**config.mk**
```make
export PLATFORM = sky130hd
export DESIGN_NAME = dadda_8_bit_mul
export DESIGN_NICKNAME = d
export VERILOG_FILES = /design/src/rtl/dadda_8_bit_mul.sv
export SDC_FILE = /design/constraint.sdc
export NUM_CORES = 1
export LEC_CHECK = 0
export CAP_MARGIN = 10
export CORE_MARGIN = 2
export CORE_UTILIZATION = 38
export CTS_CLUSTER_SIZE = 16
export DETAILED_ROUTE_END_ITERATION = 10
export GPL_ROUTABILITY_DRIVEN = 0
export HOLD_SLACK_MARGIN = 0.03
export SYNTH_ARGS = -nofsm -noshare
export SYNTH_HDL_FRONTEND = slang
export SYNTH_SLANG_ARGS = --single-unit
```
**constraint.sdc**
```tcl
create_clock -name clk -period 2.13 [get_ports clk]
set_clock_uncertainty 0.05 [all_clocks]
set_input_delay 0.3195 -clock clk [delete_from_list [all_inputs] [get_ports clk]]
set_output_delay 0.3195 -clock clk [all_outputs]
set_load 0.02 [all_outputs]
```
**src/rtl/dadda_8_bit_mul.sv**
```systemverilog
`default_nettype none
// ============================================================================
// Module      : dadda_8_bit_mul
// Description : Unsigned multiply-accumulate p = a*b + acc via a Dadda tree;
//               define DADDA_PIPE_EN for a register stage before the final add.
// Revision    : 1.0 - initial release
// ============================================================================
module dadda_8_bit_mul (
  input  logic        clk,
  input  logic        rst_n,
  input  logic [7:0]  a,
  input  logic [7:0]  b,
  input  logic [15:0] acc,
  input  logic        in_valid,
  output logic [16:0] p,
  output logic        out_valid
);

  logic [16:0] w_row0;
  logic [16:0] w_row1;
  logic [16:0] w_sum;
  logic        w_v;
  logic [16:0] r_p;
  logic        r_v;

  // Column heights are data-independent, so every loop here unrolls into a
  // fixed network of full and half adders.
  always_comb begin : p_dadda
    logic [8:0] m  [17];
    logic [8:0] nm [17];
    int         h  [17];
    int         nh [17];
    int         d;
    int         rem;
    int         idx;
    logic       x;
    logic       y;
    logic       z;
    logic       zi;

    d   = 0;
    rem = 0;
    idx = 0;
    x   = 1'b0;
    y   = 1'b0;
    z   = 1'b0;
    zi  = 1'b0;
    w_row0 = '0;
    w_row1 = '0;
    for (int c = 0; c < 17; c++) begin
      m[c]  = '0;
      nm[c] = '0;
      h[c]  = 0;
      nh[c] = 0;
    end

    for (int i = 0; i < 8; i++) begin
      for (int j = 0; j < 8; j++) begin
        m[i+j][h[i+j]] = a[i] & b[j];
        h[i+j]         = h[i+j] + 1;
      end
    end
    for (int k = 0; k < 16; k++) begin
      m[k][h[k]] = acc[k];
      h[k]       = h[k] + 1;
    end

    // Stage targets 6, 4, 3, 2; carries from column c count toward c+1's height.
    for (int st = 0; st < 4; st++) begin
      d = (st == 0) ? 6 : (st == 1) ? 4 : (st == 2) ? 3 : 2;
      for (int c = 0; c < 17; c++) begin
        nm[c] = '0;
        nh[c] = 0;
      end
      for (int c = 0; c < 17; c++) begin
        rem = h[c];
        idx = 0;
        for (int t = 0; t < 9; t++) begin
          if (rem + nh[c] > d) begin
            x = m[c][idx];
            y = m[c][idx+1];
            if (rem + nh[c] == d + 1) begin
              nm[c][nh[c]] = x ^ y;
              z   = x & y;
              idx = idx + 2;
              rem = rem - 2;
            end else begin
              zi  = m[c][idx+2];
              nm[c][nh[c]] = x ^ y ^ zi;
              z   = (x & y) | (zi & (x ^ y));
              idx = idx + 3;
              rem = rem - 3;
            end
            nh[c] = nh[c] + 1;
            if (c < 16) begin
              nm[c+1][nh[c+1]] = z;
              nh[c+1]          = nh[c+1] + 1;
            end
          end
        end
        for (int t = 0; t < 9; t++) begin
          if (t < rem) begin
            nm[c][nh[c]] = m[c][idx+t];
            nh[c]        = nh[c] + 1;
          end
        end
      end
      for (int c = 0; c < 17; c++) begin
        m[c] = nm[c];
        h[c] = nh[c];
      end
    end

    for (int c = 0; c < 17; c++) begin
      w_row0[c] = m[c][0];
      w_row1[c] = m[c][1];
    end
  end

`ifdef DADDA_PIPE_EN
  logic [16:0] r_row0;
  logic [16:0] r_row1;
  logic        r_v1;

  always_ff @(posedge clk or negedge rst_n) begin
    if (!rst_n) begin
      r_row0 <= '0;
      r_row1 <= '0;
      r_v1   <= 1'b0;
    end else begin
      r_v1 <= in_valid;
      if (in_valid) begin
        r_row0 <= w_row0;
        r_row1 <= w_row1;
      end
    end
  end

  assign w_sum = r_row0 + r_row1;
  assign w_v   = r_v1;
`else
  assign w_sum = w_row0 + w_row1;
  assign w_v   = in_valid;
`endif

  always_ff @(posedge clk or negedge rst_n) begin
    if (!rst_n) begin
      r_p <= '0;
      r_v <= 1'b0;
    end else begin
      r_v <= w_v;
      if (w_v) begin
        r_p <= w_sum;
      end
    end
  end

  assign p         = r_p;
  assign out_valid = r_v;

endmodule
`default_nettype wire

```
# ---- Word-level counts from Yosys, hierarchy flattened
# Cells that the tools add are included.
dict set report classes {
  n_addsub 1
  n_bitwise 320
}
# op count
set op_table {}
lappend op_table {{$and 1x1->1} 168}
lappend op_table {{$xor 1x1->1} 104}
lappend op_table {{$or 1x1->1} 48}
lappend op_table {{$add 16x16->17} 1}
dict set report word_totals {
  out_inout_bits 18
  elab_cells 323
  input_bits 35
  register_bits 18
}

# ---- Logic depth before layout (Yosys ltp)
# Gate-level depths: netlist (run 1).
dict set report depth {
  depth_word 14
  ltp_mapped 16
  ltp_nobuf 15
}

# ---- Least setup slack after synthesis (run 1)
# Ideal clock, no wire load.
dict set report synth_timing {
  path_type {input to register}
  start {input b[5]}
  end {register r_p[10] (netlist: p[10])}
  slack_ns -1.826
  required_time_ns 1.955
  path_buffers 0
  cell_stages 15
  setup_time_ns 0.125
  arrival_ns 3.781
  cell_sequence {and2_1 -> ha_1 -> inv_1 -> fa_1 -> inv_1 -> fa_1 -> inv_1 -> fa_1 -> inv_1 -> ha_1 -> and3_2 -> a221oi_4 -> o21ai_1 -> xor2_1 -> mux2_2}
}
dict set report synth_via {
  elab_chain_len 14
  word_cells_on_any_way 113
  cone_classes {1 x add/sub; 112 x bitwise}
}
# item line
set synth_lines {}
lappend synth_lines {{start: declaration} 12} ;# input logic [7:0] b,
lappend synth_lines {{$and 1x1->1} 59} ;# m[i+j][h[i+j]] = a[i] & b[j];
lappend synth_lines {{$xor 1x1->1} {89, 90}}
lappend synth_lines {{$and 1x1->1} 90} ;# z = (x & y) | (zi & (x ^ y));
lappend synth_lines {{$or 1x1->1} 90}
lappend synth_lines {{$xor 1x1->1} --}
lappend synth_lines {{$and 1x1->1} 90}
lappend synth_lines {{$or 1x1->1} 90}
lappend synth_lines {{$xor 1x1->1} --}
lappend synth_lines {{$and 1x1->1} 90}
lappend synth_lines {{$or 1x1->1} 90}
lappend synth_lines {{$xor 1x1->1} {89, 90}}
lappend synth_lines {{$and 1x1->1} 90}
lappend synth_lines {{$or 1x1->1} 90}
lappend synth_lines {{$add 16x16->17 *} 142} ;# assign w_sum = w_row0 + w_row1;
lappend synth_lines {{end signal: assignment} 153} ;# r_p <= w_sum;
lappend synth_lines {{end: declaration} 23} ;# logic [16:0] r_p;
# Mark *: on every way between the ends. The rest lies on a longest branch, timed or not.
# A chain may end at the register's enable or synchronous reset.

# ---- Worst setup path after layout (run 1)
dict set report layout_timing {
  start {input b[4]}
  end {register r_p[10] (netlist: p[10])}
}
dict set report layout_via {
  elab_chain_len 13
  word_cells_on_any_way 141
  cone_classes {1 x add/sub; 140 x bitwise}
}
# item line
set layout_lines {}
lappend layout_lines {{$and 1x1->1} 59}
lappend layout_lines {{$and 1x1->1 / $xor 1x1->1 (equally long branches)} {90, 89}}
lappend layout_lines {{$or 1x1->1, or another cell as far along} 90}
lappend layout_lines {{$xor 1x1->1, or another cell as far along} --}
lappend layout_lines {{$and 1x1->1 / $xor 1x1->1 (equally long branches)} {90, 89}}
lappend layout_lines {{$or 1x1->1 / $and 1x1->1 (equally long branches)} 90}
lappend layout_lines {{$xor 1x1->1 / $or 1x1->1 (equally long branches)} --}
lappend layout_lines {{$and 1x1->1 / $xor 1x1->1 (equally long branches)} {90, 89}}
lappend layout_lines {{$or 1x1->1, or another cell as far along} 90}
lappend layout_lines {{$xor 1x1->1 / $or 1x1->1 (equally long branches)} {89, 90}}
lappend layout_lines {{$and 1x1->1 / $xor 1x1->1 (equally long branches)} {90, 89}}
lappend layout_lines {{$or 1x1->1 / $xor 1x1->1 (equally long branches)} {90, 89}}
lappend layout_lines {{$add 16x16->17 *} 142}
# Marks and branches as above.

==> results of run 1 <==
[area by class of cell]
| type | count | area (um2) |
|---|---|---|
| inverters | 90 | 338 |
| flip-flops and latches | 18 | 450 |
| multi-input cells | 242 | 2870 |
| repair buffers | 138 | 1270 |
| fillers | 709 | 2980 |
| well taps | 105 | 131 |
| clock buffers | 4 | 55.1 |
[flip-flops by register name (all words and copies together) (netlist names)]
register and count:
out_valid 1, p 17
[stage by stage]
stage | utilization | instance area (um2) | power, mW
3_3_place_gp | 0.554 | 4480 | 4.84
3_5_place_dp | 0.554 | 4480 | 4.89
4_1_cts | 0.625 | 5060 | 5.97
5_1_grt | 0.632 | 5120 | 6.75
2_1_floorplan | - | 3420 | 3.42
6_report | 0.632 | 5120 | 6.22
[power breakdown]
| group | leakage, nW | internal [mW] | total (mW) | switching [mW] |
|---|---|---|---|---|
| clock | 0.0288 | 0.164 | 0.277 | 0.113 |
| combinational | 2.24 | 2.89 | 5.36 | 2.47 |
| sequential | 0.212 | 0.497 | 0.583 | 0.0854 |
[what timing repair did]
action | CTS | global route
buffers inserted | 24 | 4
pin swaps | 69 | 29
gates resized for setup | 143 | 26
setup endpoints to repair | 16 | 15
[cell families after synthesis]
family                     count (synthesis)  share of synthesized area
DFF                                       18                      0.143
muxes                                      9                     0.0323
and+or+nand+nor                          103                      0.158
adders and majority gates                 73                      0.408
xor gates and xnor gates                   9                     0.0251
AOI/OAI and AO/OA                         48                      0.117
buffers and inverters                     96                      0.116
[placed cells by master (no fill, tap or decap), types with 3 or more instances in the layout]
master / count
a21o_1: 3
a21oi_1: 6
a21oi_4: 7
and2_1: 18
and2_4: 9
buf_12: 3
buf_2: 3
buf_4: 63
buf_6: 28
clkbuf_2: 3
clkbuf_8: 4
clkdlybuf4s50_1: 36
dfrtp_1: 18
fa_1: 41
fa_2: 8
ha_1: 9
ha_4: 15
inv_1: 71
inv_2: 19
mux2_2: 3
mux2_4: 6
nand2_1: 39
nand2_2: 8
nand2_4: 3
nand3_1: 3
nand4_1: 3
nor2_1: 5
nor3_2: 3
o21a_1: 5
o31ai_2: 4
xnor2_2: 5
xor2_1: 4
[critical path, delay by kind of cell]
family	cells	cell delay (ns)
AOI/OAI and AO/OA	2	0.49
xor gates and xnor gates	1	0.17
adders and majority gates	5	2.03
buffers and inverters	5	0.27
muxes	1	0.25
and+or+nand+nor	2	0.31
[metal layers]
layer / vias to the layer above / routed length [um] / share of wire / track usage
met5: - / 0 / 0 / 0
met4: 0 / 56 / 0.0071 / 0.0181
met3: 6 / 257 / 0.033 / 0.0263
met2: 44 / 4060 / 0.52 / 0.359
met1: 1399 / 3480 / 0.44 / 0.237
li1: 1375 / - / - / -
[worst max-delay path by stage]
| stage | start | to | cells after the start |
|---|---|---|---|
| 2_1_floorplan | a[5] | p[15]$_DFFE_PN0P_ | 15 |
| 3_3_place_gp | b[5] | p[16]$_DFFE_PN0P_ | 16 |
| 3_5_place_dp | b[5] | p[12]$_DFFE_PN0P_ | 16 |
| 4_1_cts | b[6] | p[9]$_DFFE_PN0P_ | 16 |
| 5_1_grt | b[6] | p[12]$_DFFE_PN0P_ | 15 |
| 6_report | b[4] | p[10]$_DFFE_PN0P_ | 16 |
==> qor.txt, run 1 <==
final hold vios = 0
Leak Pwr = 2.48 nW
biggest area consumer among synthesized cells = fa_1
asr flop ratio synth = 1.00
CP Class = input pin to flop
wire length of the first global-routing pass = 13.6 mm
synth warn = 0
synthesized area = 0.00314 mm2
global route overflow = 0
die width = 94.9 um
Hold Buf Count CTS = 0
Min-Delay Path Class = input pin to asynchronous set/reset pin
Ports = 53
CTS buffer count = 3
worst skew pair latency = 0.25 ns
Post-layout nets = 601
Sinks on Clock Net = 18
CTS tree = built
most frequent cell after synthesis = inv_1
r2r setup slk = 1.06 ns
setup_tns = -20.24 ns
Worst setup SP type = input pin
Reg2Reg Depth = 2
Critical-path top delay cell = fa_1
area of the core = 0.00809 mm2
Syn Inst Count = 356
Post-synth top cells = inv_1 (90), nand2_1 (52), fa_1 (49)
most used cell, CP = inv_2
share of layout cells above drive strength 1 = 0.437
Final HPWL DP = 6.23 mm
failing checks = setup timing
DRC viols = 0
clock buffer depth = 2
CP arrival = 3.85 ns
syn_nets = 464
R2R Path End = p[11]$_DFFE_PN0P_
dpl ws = -2.58 ns
Period Utilization, post-route = 1.76
Starting DRT DRC Count = 60
power density cells = 1220 mW/mm2
Routed WL per cell = 13.2 um
status = finished with violations
Seq/Total Area, Yosys = 0.143
Clock transition at path regs = 0.07 ns
detailed-route via count = 2824
Layout Cells excl Fill = 597
RSZ-0062 raised after global routing = yes
DP Cell Count = 566
peak supply drop = 667 uV
critical path, cell by cell = buf_8 > and2_4 > ha_4 > inv_2 > fa_1 > inv_2 > fa_1 > inv_2 > fa_1 > inv_2 > ha_4 > and3_4 > a221oi_4 > o21ai_2 > xor2_1 > mux2_4
post-route setup slack = -1.63 ns
Setup crit end kind = flop
Tmin final = 3.76 ns
initial antenna violation count = 0
Die Ht = 94.9 um
drt total wl = 7.86 mm
Die Area = 0.00901 mm2
Hold Slack = 0.345 ns
GRT Util Overall = 0.190
Cell variety after synth = 44
share of the synthesized area in the top cell type = 0.312
EDFF count, synth = 0
largest net degree at the start of global routing = 19
MaxCap Viol Count = 0
fmax = 266 MHz
register bit total from synthesis = 18
RR Startpoint = p[11]$_DFFE_PN0P_
# H-tree levels = 1
Slew HR = 0.731
Rows = 33
crit-path max cell delay = 0.55 ns
final setup fails = 15
CP required = 2.22 ns
Worst Tran Pin Value = 0.404 ns
number of global-route vias before repair = 3035
1st-pass router iterations = 4
Starting Density = 0.388
ANT nets after route = 0
Area growth syn-to-layout = 62.9%
antenna cells = 0
vias per std cell = 4.73
top post-synthesis cells by area = fa_1 (31%), dfrtp_1 (14%), inv_1 (11%)
Syn Area/Cell = 8.82 um2
root buffer cell = clkbuf_8
Main synth FF type = dfrtp_1
Buffers on Ports = 52
CP Max Fanout = 6
max-slew violation count = 0
(Power assumes the default switching activity.)
==> inputs of run 2 (changes only) <==
CORE_UTILIZATION = 59   (was 38)
PLACE_DENSITY = 0.87   (was default)
==> qor.txt, run 2 <==
Synth Area in Simple Gates = 0.158 (unchanged)
top post-synthesis cells by area = fa_1 (31%), dfrtp_1 (14%), inv_1 (11%)
Stop stage = global routing (5_1_grt)
# H-tree levels = 1 (unchanged)
Post-synth top cells = inv_1 (90), nand2_1 (52), fa_1 (49)
root buffer cell = clkbuf_8
Seq/Total Area, Yosys = 0.143 (unchanged)
die width = 77.0 um (-19%)
Die Ht = 77.0 um (-19%)
status = did not finish
Main synth FF type = dfrtp_1
largest net degree at the start of global routing = 19
EDFF count, synth = 0 (unchanged)
Cell variety after synth = 44 (unchanged)
worst ep type = register data pin
Synth Area in Compound Gates = 0.117 (unchanged)
Sinks on Clock Net = 18 (unchanged)
syn_nets = 464 (unchanged)
CTS buffer count = 3 (unchanged)
Syn Area/Cell = 8.82 um2 (unchanged)
Buffers on Ports = 52 (unchanged)
Rows = 26 (-21%)
adder-cell area share of the yosys netlist = 0.408 (unchanged)
Final HPWL DP = 6.82 mm (+9.5%)
clock buffer depth = 2 (unchanged)
mux contribution to synthesized area = 0.0323 (unchanged)
most frequent cell after synthesis = inv_1
dpl ws = -2.62 ns (-0.0476 ns)
share of the synthesized area in the top cell type = 0.312 (unchanged)
Starting Density = 0.615 (+0.227)
synth warn = 0 (unchanged)
Ports = 53 (unchanged)
biggest area consumer among synthesized cells = fa_1
first error = [ERROR DPL-0038] Utilization greater than 100%, impossible to legalize
register bit total from synthesis = 18 (unchanged)
DP Cell Count = 532 (-6.0%)
Syn Inst Count = 356 (unchanged)
xor and xnor area share after synthesis = 0.0251 (unchanged)
Placed Area = 0.00446 mm2 (-0.53%)
asr flop ratio synth = 1.00 (unchanged)
largest family of logic cells by synthesized area = adder cells
synthesized area = 0.00314 mm2 (unchanged)
Worst endpoint, post-GRT repair = p[12]$_DFFE_PN0P_/D
run 2: what timing repair did:
action                                  CTS
hold buffers                              0
setup buffers                            15
endpoints found under the setup margin   16
gates resized for setup                 147
cloned                                    0
endpoints found under the hold margin     0
pin swaps                                60
run 2: cell families after synthesis:
group | Yosys count
AO/OA/AOI/OAI | 48
AND/OR/NAND/NOR | 103
adder cells (fa/ha/maj) | 73
XOR/XNOR | 9
buffers and inverters | 96
flip-flops | 18
multiplexers | 9
run 2: per-stage QoR:
stage	setup TNS, ns	hold slack [ns]
after CTS	-20.46	0.339
after floorplan	-19.31	-0.0261
after detailed placement	-33.09	0.430
after global placement	-31.78	0.426
==> inputs of run 3 (changes only) <==
CORE_UTILIZATION = 40   (was 59)
CTS_CLUSTER_SIZE = default   (was 16)
HOLD_SLACK_MARGIN = default   (was 0.03)
PLACE_DENSITY = default   (was 0.87)
PLACE_DENSITY_LB_ADDON = 0.15   (was default)
==> qor.txt, run 3 (same netlist as run 1, synthesis figures left out) <==
Period Utilization, post-route = 1.76
drt total wl = 7.59 mm
failing checks = setup timing
initial antenna violation count = 0
status = finished with violations
wire length of the first global-routing pass = 13.5 mm
DRC viols = 0
1st-pass router iterations = 4
Ports = 53 (unchanged)
RSZ-0062 raised after global routing = yes
GRT Util Overall = 0.195
detailed-route via count = 2801
number of global-route vias before repair = 3078
CP required = 2.27 ns
Starting Density = 0.411 (-0.204)
power density cells = 1220 mW/mm2
max reg flops = 17
# H-tree levels = 1 (unchanged)
sequential fraction of design power = 0.096
MaxCap Viol Count = 0
share of layout cells above drive strength 1 = 0.413
Slew HR = 0.782
post-layout power = 6.09 mW
fmax = 267 MHz
final hold vios = 0
Psw = 2.66 mW
Filler Cells Inserted = 655
peak supply drop = 636 uV
worst skew pair latency = 0.25 ns
CP arrival = 3.89 ns
Leak Pwr = 2.40 nW
die width = 92.6 um (+20%)
area of the core = 0.00765 mm2
post-route setup slack = -1.62 ns
Rows = 32 (+23%)
CTS tree = built
commonest non-fill, non-tap cells in the layout = inv_1 (69), buf_4 (53), nand2_1 (44), fa_1 (42), clkdlybuf4s50_1 (36)
Buffers on Ports = 52 (unchanged)
commonest non-fill, non-tap cell in the layout = inv_1
Starting DRT DRC Count = 69
largest net degree at the start of global routing = 19
power share of the clock group = 0.039
Sw Ratio = 0.436
Area growth syn-to-layout = 59.1%
ANT nets after route = 0
Die Area = 0.00858 mm2
Min-Delay Path Class = input pin to asynchronous set/reset pin
max-slew violation count = 0
global route overflow = 0
combinational group share of total power = 0.866
Sinks on Clock Net = 18 (unchanged)
Worst setup SP type = input pin
clock buffer depth = 2 (unchanged)
utilization after layout = 0.653
Final HPWL DP = 6.22 mm (-8.8%)
CP Class = input pin to flop
antenna cells = 0
final setup fails = 14
Routed WL per cell = 13.1 um
Setup crit end kind = flop
worst setup path startpoint = b[6]
Pint = 3.43 mW
vias per std cell = 4.82
CTS buffer count = 3 (unchanged)
Reg area = 450 um2
RR Startpoint = p[11]$_DFFE_PN0P_
Tmin final = 3.75 ns
Post-layout nets = 589
CP Max Fanout = 6
Clock transition at path regs = 0.07 ns
Die Ht = 92.6 um (+20%)
Multi-input gate area = 0.00286 mm2
root buffer cell = clkbuf_8
Worst Tran Pin Value = 0.327 ns
run 3: layout make-up:
cell class	count	share of cell area
multi-input combinational	242	0.572
timing repair buffer	126	0.236
sequential	18	0.0902
inverter	90	0.0676
tap	102	0.0255
clock buffer	3	0.00826
run 3: routing by layer:
metal | vias up | track usage | routed length (um)
met3 | 8 | 0.0228 | 227
met4 | 0 | 0.0274 | 87
li1 | 1355 | - | -
met2 | 56 | 0.369 | 3990
met5 | - | 0 | 0
met1 | 1382 | 0.241 | 3280
run 3: worst paths after layout:
path                                             to  slack [ns]  cells past startpoint
worst max-delay path              p[15]$_DFFE_PN0P_       -1.62                     15
worst min-delay path               p[9]$_DFFE_PN0P_        0.36                      2
worst max register to register    p[11]$_DFFE_PN0P_        1.02                      2
worst min register to register    p[13]$_DFFE_PN0P_        0.45                      2
max in group asynchronous       out_valid$_DFF_PN0_        1.48                      2
min in group clk                  p[13]$_DFFE_PN0P_        0.45                      2
run 3: per-stage QoR:
stage               setup slack (ns)  cell area (um2)  hold WS [ns]  setup TNS (ns)  cells
floorplan                      -1.74             3420       -0.0261          -19.31    356
global placement               -2.49             4490         0.426          -32.10    564
detailed placement             -2.59             4490         0.429          -32.78    564
CTS                            -1.72             4880         0.359          -20.57    582
global route                   -1.72             5000         0.361          -20.88    581
finish                         -1.62             5000         0.356          -19.57    581
run 3: critical path, cell delays in order:
cell	delay, ns
buf_8	0.10
buf_6	0.12
and2_4	0.13
fa_1	0.46
fa_2	0.41
fa_1	0.55
inv_1	0.05
fa_1	0.49
inv_2	0.05
ha_4	0.25
a21oi_4	0.17
o21ai_2	0.09
a21oi_2	0.17
or4b_1	0.45
nand3_1	0.08
run 3: repair_timing:
action                     CTS  global route
buffers inserted            15             1
pin swaps                   58            33
gates resized for setup    125            48
setup endpoints to repair   16            15
hold buffers                 0             0
run 3: power groups by stage:
stage / Combinational, mW / Clock (mW) / Sequential (mW)
global placement: 4.22 / 0 / 0.585
CTS: 4.94 / 0.246 / 0.584
finish: 5.27 / 0.235 / 0.583
floorplan: 2.67 / 0 / 0.752
global route: 5.75 / 0.259 / 0.600
detailed placement: 4.30 / 0 / 0.586
==> inputs of run 4 (changes only) <==
CORE_UTILIZATION = 35   (was 40)
GPL_TIMING_DRIVEN = 0   (was default)
==> qor.txt, run 4 (same netlist as run 1, synthesis figures left out) <==
Hold Buf Count CTS = 0 (unchanged)
Min-Delay Path Class = flop to flop
ANT nets after route = 0 (unchanged)
initial antenna violation count = 0 (unchanged)
Die Ht = 98.7 um (+6.6%)
MaxCap Viol Count = 0 (unchanged)
Post-layout nets = 539 (-8.5%)
clock buffer depth = 2 (unchanged)
CP Max Fanout = 6 (unchanged)
global route overflow = 0 (unchanged)
fmax = 271 MHz (+1.6%)
Hold Slack = 0.454 ns (+0.0984 ns)
Final HPWL DP = 5.96 mm (-4.2%)
Starting Density = 0.360 (-0.0506)
Sinks on Clock Net = 18 (unchanged)
root buffer cell = clkbuf_8
1st-pass router iterations = 4 (unchanged)
CTS tree = built
GRT Util Overall = 0.158 (-0.0369)
Worst setup SP type = input pin
commonest non-fill, non-tap cell in the layout = inv_1
Worst Tran Pin Value = 0.855 ns (+0.528 ns)
RSZ-0062 raised after global routing = yes
post-route cell area = 0.00452 mm2 (-9.6%)
drt total wl = 7.19 mm (-5.3%)
failing checks = setup timing
wire length of the first global-routing pass = 12.7 mm (-6.0%)
Starting DRT DRC Count = 40 (-42%)
post-route setup slack = -1.56 ns (+0.0578 ns)
Clock transition at path regs = 0.06 ns (about the same)
CTS buffer count = 3 (unchanged)
number of global-route vias before repair = 2810 (-8.7%)
Routed WL per cell = 13.4 um (+2.5%)
share of layout cells above drive strength 1 = 0.303 (-0.110)
Ports = 53 (unchanged)
worst setup path startpoint = b[7]
CP arrival = 3.82 ns (-0.07 ns)
power density cells = 1170 mW/mm2 (-3.7%)
Reg2Reg Depth = 2 (unchanged)
max reg flops = 17 (unchanged)
Slew HR = 0.428 (-0.354)
Leak Pwr = 2.15 nW (-10%)
RR Startpoint = p[11]$_DFFE_PN0P_
Area growth syn-to-layout = 43.8%
detailed-route via count = 2590 (-7.5%)
vias per std cell = 4.82 (about the same)
Placed Area = 0.00408 mm2 (-9.1%)
largest net degree at the start of global routing = 19 (unchanged)
Rows = 34 (+6.3%)
die width = 98.7 um (+6.6%)
Period Utilization, post-route = 1.73 (-0.0271)
dpl ws = -2.74 ns (-0.147 ns)
# H-tree levels = 1 (unchanged)
status = finished with violations
Buffers on Ports = 52 (unchanged)
CP required = 2.27 ns (about the same)
Critical Path End = p[15]$_DFFE_PN0P_
Tmin final = 3.69 ns (-0.0578 ns)
DRC viols = 0 (unchanged)
Setup crit end kind = flop
peak supply drop = 728 uV (+15%)
worst skew pair latency = 0.25 ns (about the same)
max-slew violation count = 0 (unchanged)
R2R Path End = p[11]$_DFFE_PN0P_
Die Area = 0.00975 mm2 (+14%)
r2r setup slk = 1.05 ns (+0.03 ns)
antenna cells = 0 (unchanged)
utilization after layout = 0.518 (-0.136)
final hold vios = 0 (unchanged)
commonest non-fill, non-tap cells in the layout = inv_1 (74), nand2_1 (44), fa_1 (42), clkdlybuf4s50_1 (36), and2_1 (19)
CP Class = input pin to flop
area of the core = 0.00872 mm2 (+14%)
final setup fails = 14 (unchanged)
run 4: cell count changes in the layout (fill, tap and decap cells not counted), moves of 4 or more:
cell	before	now
inv_2	21	16
ha_1	8	13
and2_4	12	8
buf_4	53	15
and2_1	15	19
buf_12	3	9
buf_6	26	5
ha_4	15	11
inv_1	69	74
run 4: what timing repair did:
action | CTS | global route
cloned | 0 | 0
endpoints found under the hold margin | 0 | 0
gates resized for setup | 143 | 27
endpoints found under the setup margin | 15 | 15
buffers inserted | 11 | 7
pin swaps | 33 | 10
run 4: report_power, final:
part,internal [mW],switching [mW]
combinational,2.29,2.20
clock,0.125,0.106
sequential,0.497,0.0802
run 4: layer usage:
metal,track usage,share of wire
met5,0,0
met4,0.0169,0.0099
met3,0.0213,0.027
met1,0.209,0.45
met2,0.285,0.52
run 4: metrics by stage:
stage,TNS [ns],power [mW],cells
after floorplan,-19.31,3.42,356
after global routing,-20.16,5.78,537
after global placement,-34.30,4.30,516
after CTS,-18.67,5.09,530
final,-18.56,5.30,537
after detailed placement,-34.52,4.33,516
run 4: area by class of cell:
cell class                      count  area [um2]
Inverter                           90         338
Multi-Input combinational cell    242        2750
Tap cell                          108         135
Timing Repair Buffer               70         761
Sequential cell                    18         450
Clock buffer                        3        41.3
Fill cell                         805        4210
Buffer                              6        43.8
run 4: worst min-delay path by stage:
stage	startpoint	end	slack (ns)	cells after the start
final	p[5]$_DFFE_PN0P_	p[5]$_DFFE_PN0P_	0.45	2
after global routing	p[4]$_DFFE_PN0P_	p[4]$_DFFE_PN0P_	0.48	1
after CTS	p[5]$_DFFE_PN0P_	p[5]$_DFFE_PN0P_	0.46	2
after detailed placement	p[5]$_DFFE_PN0P_	p[5]$_DFFE_PN0P_	0.44	2
after global placement	p[10]$_DFFE_PN0P_	p[10]$_DFFE_PN0P_	0.44	1
after floorplan	rst_n	out_valid$_DFF_PN0_	-0.03	0
run 4: worst max-delay path, cell delays in order:
cell and delay (ns):
buf_12 0.11, and2_4 0.15, fa_1 0.50, fa_2 0.42, fa_1 0.55, inv_2 0.04
fa_1 0.49, inv_2 0.05, ha_4 0.27, a21oi_4 0.16, o21ai_2 0.10, a21oi_2 0.16
or4b_1 0.44, nand3_1 0.08
